--- config.mk ---
export PLATFORM = sky130hd
export DESIGN_NAME = clock_set_ctrl
export DESIGN_NICKNAME = d
export VERILOG_FILES = /design/src/rtl/clock_set_ctrl.sv
export SDC_FILE = /design/constraint.sdc
export NUM_CORES = 1
export LEC_CHECK = 0
export CAP_MARGIN = 25
export CELL_PAD_IN_SITES_DETAIL_PLACEMENT = 0
export CELL_PAD_IN_SITES_GLOBAL_PLACEMENT = 1
export CORE_UTILIZATION = 30
export DETAILED_ROUTE_END_ITERATION = 8
export PLACE_DENSITY_LB_ADDON = 0.1
export REMOVE_ABC_BUFFERS = 1
export SYNTH_ARGS = -nofsm -noshare
export SYNTH_HDL_FRONTEND = slang
export SYNTH_SLANG_ARGS = --single-unit
--- constraint.sdc ---
create_clock -name clk_100MHz_i -period 2.2 [get_ports clk_100MHz_i]
set_input_delay 0.44 -clock clk_100MHz_i [delete_from_list [all_inputs] [get_ports clk_100MHz_i]]
set_output_delay 0.44 -clock clk_100MHz_i [all_outputs]
set_load 0.005 [all_outputs]
--- src/rtl/clock_set_ctrl.sv ---
// clock_set_ctrl
//   Timekeeping and time-setting controller for the digital clock.
//   Counts hours/minutes/seconds from the 1 Hz tick in RUN mode and lets the
//   user adjust one field at a time in the SET_H / SET_M / SET_S modes. Each
//   field can be stepped once per button press or auto-repeated while held.
//
// Ports
//   clk_100MHz_i   system clock
//   reset_i        asynchronous reset, active low
//   second_tick_i  one-cycle pulse per second
//   inc_i, dec_i   debounced increment / decrement button levels
//   mode_i         debounced config button level
//   seconds_o      0..59
//   minutes_o      0..59
//   hours_o        0..23
//   mode_o         00 RUN, 01 SET_H, 10 SET_M, 11 SET_S
//   blink_o        1 = blank the selected field right now
module clock_set_ctrl #(
   parameter int REPEAT_DELAY  = 50_000_000,
   parameter int REPEAT_PERIOD = 10_000_000
) (
   input  logic       clk_100MHz_i,
   input  logic       reset_i,
   input  logic       second_tick_i,
   input  logic       inc_i,
   input  logic       dec_i,
   input  logic       mode_i,
   output logic [5:0] seconds_o,
   output logic [5:0] minutes_o,
   output logic [4:0] hours_o,
   output logic [1:0] mode_o,
   output logic       blink_o
);

   localparam int CNT_MAX = (REPEAT_DELAY > REPEAT_PERIOD) ? REPEAT_DELAY : REPEAT_PERIOD;
   localparam int CW      = $clog2(CNT_MAX + 1);

   localparam logic [CW-1:0] DELAY_C   = CW'(REPEAT_DELAY);
   localparam logic [CW-1:0] PERIOD_C  = CW'(REPEAT_PERIOD);
   localparam logic [CW-1:0] CNT_MAX_C = CW'(CNT_MAX);
   localparam logic [CW-1:0] CNT_ONE   = CW'(1);

   typedef enum logic [1:0] {
      RUN   = 2'b00,
      SET_H = 2'b01,
      SET_M = 2'b10,
      SET_S = 2'b11
   } mode_t;

   mode_t         mode_q, mode_d;
   logic [5:0]    sec_q, sec_d;
   logic [5:0]    min_q, min_d;
   logic [4:0]    hr_q, hr_d;
   logic          blink_q, blink_d;
   // Hold counter: 0 = idle (not armed). It is armed only by a button edge,
   // so a level that was already high (e.g. through reset or a mode change)
   // never starts auto-repeat.
   logic [CW-1:0] cnt_q, cnt_d;
   // rep_q: first repeat step already taken, now pacing at REPEAT_PERIOD.
   logic          rep_q, rep_d;
   logic          inc_prev_q, inc_prev_d;
   logic          dec_prev_q, dec_prev_d;
   logic          mode_prev_q, mode_prev_d;

   logic inc_e, dec_e, mode_e, solo;
   logic rep_step, step_up, step_dn;

   always_comb begin
      inc_e  = inc_i  & ~inc_prev_q;
      dec_e  = dec_i  & ~dec_prev_q;
      mode_e = mode_i & ~mode_prev_q;
      solo   = inc_i ^ dec_i;

      mode_d      = mode_q;
      sec_d       = sec_q;
      min_d       = min_q;
      hr_d        = hr_q;
      blink_d     = blink_q;
      cnt_d       = cnt_q;
      rep_d       = rep_q;
      inc_prev_d  = inc_i;
      dec_prev_d  = dec_i;
      mode_prev_d = mode_i;
      rep_step    = 1'b0;
      step_up     = 1'b0;
      step_dn     = 1'b0;

      if (mode_q == RUN) begin
         cnt_d   = '0;
         rep_d   = 1'b0;
         blink_d = 1'b0;
         if (second_tick_i) begin
            if (sec_q == 6'd59) begin
               sec_d = 6'd0;
               if (min_q == 6'd59) begin
                  min_d = 6'd0;
                  hr_d  = (hr_q == 5'd23) ? 5'd0 : hr_q + 5'd1;
               end else begin
                  min_d = min_q + 6'd1;
               end
            end else begin
               sec_d = sec_q + 6'd1;
            end
         end
      end else if (mode_e) begin
         // Mode change wins over any step or tick in this cycle.
         cnt_d = '0;
         rep_d = 1'b0;
      end else begin
         if (!solo) begin
            cnt_d = '0;
            rep_d = 1'b0;
         end else if (inc_e | dec_e) begin
            // Edge cycle counts as 0, so the next cycle sees 1.
            cnt_d = CNT_ONE;
            rep_d = 1'b0;
         end else if (cnt_q != '0) begin
            if (rep_q ? (cnt_q == PERIOD_C) : (cnt_q == DELAY_C)) begin
               rep_step = 1'b1;
               cnt_d    = CNT_ONE;
               rep_d    = 1'b1;
            end else if (cnt_q != CNT_MAX_C) begin
               cnt_d = cnt_q + CNT_ONE;
            end
         end

         step_up = (inc_e & ~dec_e) | (rep_step & inc_i);
         step_dn = (dec_e & ~inc_e) | (rep_step & dec_i);

         if (step_up) begin
            case (mode_q)
               SET_H:   hr_d  = (hr_q  == 5'd23) ? 5'd0 : hr_q  + 5'd1;
               SET_M:   min_d = (min_q == 6'd59) ? 6'd0 : min_q + 6'd1;
               default: sec_d = (sec_q == 6'd59) ? 6'd0 : sec_q + 6'd1;
            endcase
         end else if (step_dn) begin
            case (mode_q)
               SET_H:   hr_d  = (hr_q  == 5'd0) ? 5'd23 : hr_q  - 5'd1;
               SET_M:   min_d = (min_q == 6'd0) ? 6'd59 : min_q - 6'd1;
               default: sec_d = (sec_q == 6'd0) ? 6'd59 : sec_q - 6'd1;
            endcase
         end

         // A step shows the new value immediately; otherwise blink at 1 Hz.
         if (step_up | step_dn) begin
            blink_d = 1'b0;
         end else if (second_tick_i) begin
            blink_d = ~blink_q;
         end
      end

      if (mode_e) begin
         mode_d  = mode_t'(mode_q + 2'd1);
         blink_d = 1'b0;
      end
   end

   always_ff @(posedge clk_100MHz_i or negedge reset_i) begin
      if (!reset_i) begin
         mode_q      <= RUN;
         sec_q       <= '0;
         min_q       <= '0;
         hr_q        <= '0;
         blink_q     <= 1'b0;
         cnt_q       <= '0;
         rep_q       <= 1'b0;
         // History starts high so a button held through reset is not an edge.
         inc_prev_q  <= 1'b1;
         dec_prev_q  <= 1'b1;
         mode_prev_q <= 1'b1;
      end else begin
         mode_q      <= mode_d;
         sec_q       <= sec_d;
         min_q       <= min_d;
         hr_q        <= hr_d;
         blink_q     <= blink_d;
         cnt_q       <= cnt_d;
         rep_q       <= rep_d;
         inc_prev_q  <= inc_prev_d;
         dec_prev_q  <= dec_prev_d;
         mode_prev_q <= mode_prev_d;
      end
   end

   assign seconds_o = sec_q;
   assign minutes_o = min_q;
   assign hours_o   = hr_q;
   assign mode_o    = mode_q;
   assign blink_o   = blink_q;

endmodule

==> metrics.md <==
| Metric | Value |
|---|---|
| Status | `completed` |
| Final Util | `41.83%` |
| Maximum number of pins on one net before global-route repair | `51` |
| Achievable clock frequency | `454.9 MHz` |
| # hold bufs at CTS | `0` |
| Xor/xnor cell area share of the yosys netlist | `8.247%` |
| Violation count after the first detailed-routing iteration | `88` |
| Max-capacitance violation count | `0` |
| EDFF count, synth | `0` |
| FF-to-FF setup slack | `0.001 ns` |
| Clock tree from TritonCTS | `yes` |
| Clock latency reported for the late side of the worst-skew pair | `0.30 ns` |
| Worst-case clock buffer depth | `2` |
| Async SR Flop Fraction | `100.0%` |
| Post-synthesis mux area share | `1.178%` |
| Combinational family with the most area after synthesis | `simple AND/OR/NAND/NOR gates` |
| RR Startpoint | `cnt_q[0]` |
| Final Max Tran Viols | `0` |
| Count of final hold-check violations | `0` |
| Count of cells along the worst register-to-register path | `9` |
| Clock sinks | `50` |
| H-tree depth | `2` |
| Slowest cell on the critical path | `dfrtp_1` |
| Clk pin slew, worst setup/hold paths | `0.08 ns` |
| Synthesized-area fraction occupied by ao, oa, aoi and oai cells | `19.66%` |
| Inserted Clock Buffers | `5` |
| Total wire length | `9834 microns` |
| WS Path Type | `reg -> reg` |
| Ports placed on the boundary | `26` |
| Global-route wire length before repair | `16280 microns` |
| R2r endpoint | `seconds_o[5]` |
| Yosys warning count | `0` |
| Drt wl/cell | `15.99 microns` |
| Share of layout cells above drive strength 1 | `24.42%` |
| Initial antenna violation count | `0` |
| Total vias in the final route | `3199` |
| Final estimated routing congestion in global placement | `0.7961` |
| Post-Route Skew | `0.008238 ns` |
| Vias per Instance | `5.202` |
| Non-filler instance count after layout | `615` |
| Most used flip-flop cell after synthesis | `dfrtp_1` |
| Total instance count after detailed placement | `600` |
| Top post-synthesis cells by area | `dfrtp_1 (35%), xor2_1 (5.2%), ha_1 (4.8%)` |
| Overall die area | `11760 sq um` |
| Post-Syn Area | `3398 sq um` |
| Peak supply drop | `0.4131 mV` |
| Number of cell rows | `38` |
| Part of the cycle the worst path needs | `99.93%` |
| Port-buffer cells | `25` |
| Total power draw | `4690 uW` |
| Endpoint type of the worst setup path | `flop` |
| Cell leakage power | `0.001999 uW` |
| Delay of the slowest cell on the worst path | `0.39 ns` |
| Data arrival time of the critical path | `2.38 ns` |
| Antenna Diode Count | `0` |
| Layout fillers | `1125` |
| Number of standard cells after synthesis | `386` |
| Area Growth Syn to Fin | `34.61%` |
| Shortest period the worst path allows | `2.199 ns` |
| Endpoint of the most critical setup path | `seconds_o[5]` |
| All-Layer GR Usage | `17.77%` |
| Cell type with the highest aggregate area in the netlist | `dfrtp_1` |
| Root Buffer | `clkbuf_16` |
| Relative slew margins | `75.79%` |
| Number of global-route vias before repair | `3175` |
| Largest fanout on the critical path | `6` |
| Distinct cell type count after synthesis | `63` |
| Remaining Overflow, GRT | `0` |
| Classification of the worst-slack hold path | `in -> async` |
| Synthesis-stage register bit count | `50` |
| Setup crit start | `cnt_q[0]` |
| Detail Route Antenna Nets | `0` |
| Height of the die | `108.4 microns` |
| Starting utilization of the core area | `31.08%` |
| Mean post-synth cell area | `8.804 sq um` |
| Detailed-placement wirelength estimate | `7044 microns` |
| Net total in the final layout | `493` |
| Worst path cell trace | `inv_2 -> ha_2 -> nor4b_4 -> and3_4 -> a41oi_1 -> a311oi_2 -> buf_4 -> o21ai_2 -> a32o_1` |
| Drt drc | `0` |
| Number of setup violations in the final report | `0` |
| Sequential fraction of the synthesis area | `36.93%` |
| Die Span X | `108.4 microns` |
| Data required, critical path | `2.39 ns` |
| Simple logic cell fraction of the synthesized area | `24.04%` |
| Transition time at the pin with the least slew margin | `0.3540 ns` |
| Floorplan Core Area | `10940 sq um` |
| Total power density per cell area | `1025 nW/um^2` |
| Area share of fa/ha/maj cells after synthesis | `4.786%` |
| First-pass DRT Iterations | `4` |
| Unrepaired setup endpoints after global routing | `true` |
| Area share of the leading cell type in the synthesized netlist | `34.61%` |
| Critical path launch point type | `flop` |
[layer usage]
metal	up-vias	GRT usage [%]	share of wire [%]
li1	1584	-	-
met1	1577	23.26	48
met2	29	30.20	49
met3	9	2.773	1.8
met4	0	4.826	0.98
met5	-	0	0
[sequential cells by signal (all words and copies together), names as in the netlist]
name and cells:
rep_q 1, mode_prev_q 1, hours_o 5, mode_o 2, seconds_o 6, blink_o 1, minutes_o 6, dec_prev_q 1
cnt_q 26, inc_prev_q 1
[placed cells by master, fill, tap and decap left out, types with 3 or more instances in the layout]
master,netlist,layout
a21oi_1,15,15
a31oi_1,8,8
and3_1,12,11
buf_4,3,72
clkbuf_16,0,5
clkdlybuf4s50_1,0,21
dfrtp_1,47,47
dfstp_2,3,3
dlymetal6s2s_1,0,3
ha_1,13,11
inv_1,20,19
mux2i_1,4,4
nand2_1,24,24
nand2b_1,5,5
nand3_1,20,20
nand3b_1,4,4
nand4_1,15,15
nor2_1,38,38
nor2b_1,6,5
nor3_1,10,9
nor4_1,5,4
o211ai_1,6,6
o21a_1,3,3
o21ai_0,22,20
or3_1,3,3
xnor2_1,12,11
xor2_1,20,20
[synthesized netlist by cell type (2+ instances only)]
library cell,number
mux2i_1,4
a41oi_1,2
xor2_1,20
o22ai_1,2
a211o_1,2
a32o_1,2
o22a_1,2
a211oi_1,3
o21a_1,3
ha_1,13
nor2b_1,6
a31oi_1,8
nand2b_1,5
nor2_1,38
buf_2,4
nor3_1,10
a31o_2,2
o21ai_0,22
nor4_1,5
a21boi_0,3
o211ai_1,6
clkbuf_1,11
or3_1,3
nand2_1,24
buf_4,3
nand3b_1,4
o32ai_1,2
a21oi_1,15
nand4_1,15
and3_1,12
xnor2_1,12
a32oi_1,2
and4_1,4
nand3_1,20
dfstp_2,3
nor4b_1,2
inv_1,20
dfrtp_1,47
[cells by family (layout without fill, tap and decap cells)]
group	Yosys count	in the layout
buffers and inverters	40	129
flip-flops	50	50
AO/OA/AOI/OAI	92	92
adder cells (fa/ha/maj)	13	13
XOR/XNOR	32	32
multiplexers	4	4
AND/OR/NAND/NOR	155	155
[worst max-delay path: cells and delay by family (launching register included)]
kind                       cells  cell delay (ns)
AOI/OAI and AO/OA              4             0.75
and+or+nand+nor                2             0.49
DFF                            1             0.39
buffers and inverters          2             0.29
adders and majority gates      1             0.16
[metrics by stage]
step / TNS [ns] / setup WS (ns) / area [sq um] / hold WS [ns]
final: 0 / 0.001489 / 4574 / 0.1226
after floorplan: -0.03708 / -0.02626 / 3298 / 0.1444
after global routing: -0.2455 / -0.05559 / 4574 / 0.1430
after CTS: 0 / 0.006590 / 4477 / 0.1349
after global placement: -5.867 / -0.3283 / 4262 / 0.4663
after detailed placement: -5.331 / -0.3692 / 4262 / 0.4615
[repair_timing]
item | CTS | global route
setup endpoints to repair | 41 | 12
pin swaps | 4 | 6
setup buffers | 1 | 5
gates resized for setup | 10 | 19
gates cloned | 1 | 0
[how the worst min path moves through the flow]
stage	start	endpoint	slack (ns)
after floorplan	reset_i	blink_o	0.14
after global placement	reset_i	cnt_q[11]	0.47
after detailed placement	reset_i	cnt_q[11]	0.46
after CTS	reset_i	cnt_q[11]	0.13
after global routing	reset_i	cnt_q[11]	0.14
final	reset_i	cnt_q[11]	0.12
[power by group]
group          internal [uW]  switching [uW]
logic                   1230            1190
clock network            544             384
registers               1110             233
total                   2880            1810
[area by class of cell]
class / count / area, sq um / area share [%]
Multi-Input combinational cell: 296 / 2041 / 44.61
Clock inverter: 3 / 47.55 / 1.039
Inverter: 20 / 75.07 / 1.641
Tap cell: 140 / 175.2 / 3.829
Timing Repair Buffer: 101 / 855.8 / 18.71
Clock buffer: 5 / 125.1 / 2.735
Sequential cell: 50 / 1255 / 27.43
Note: power is estimated with default switching activity, not from simulation.
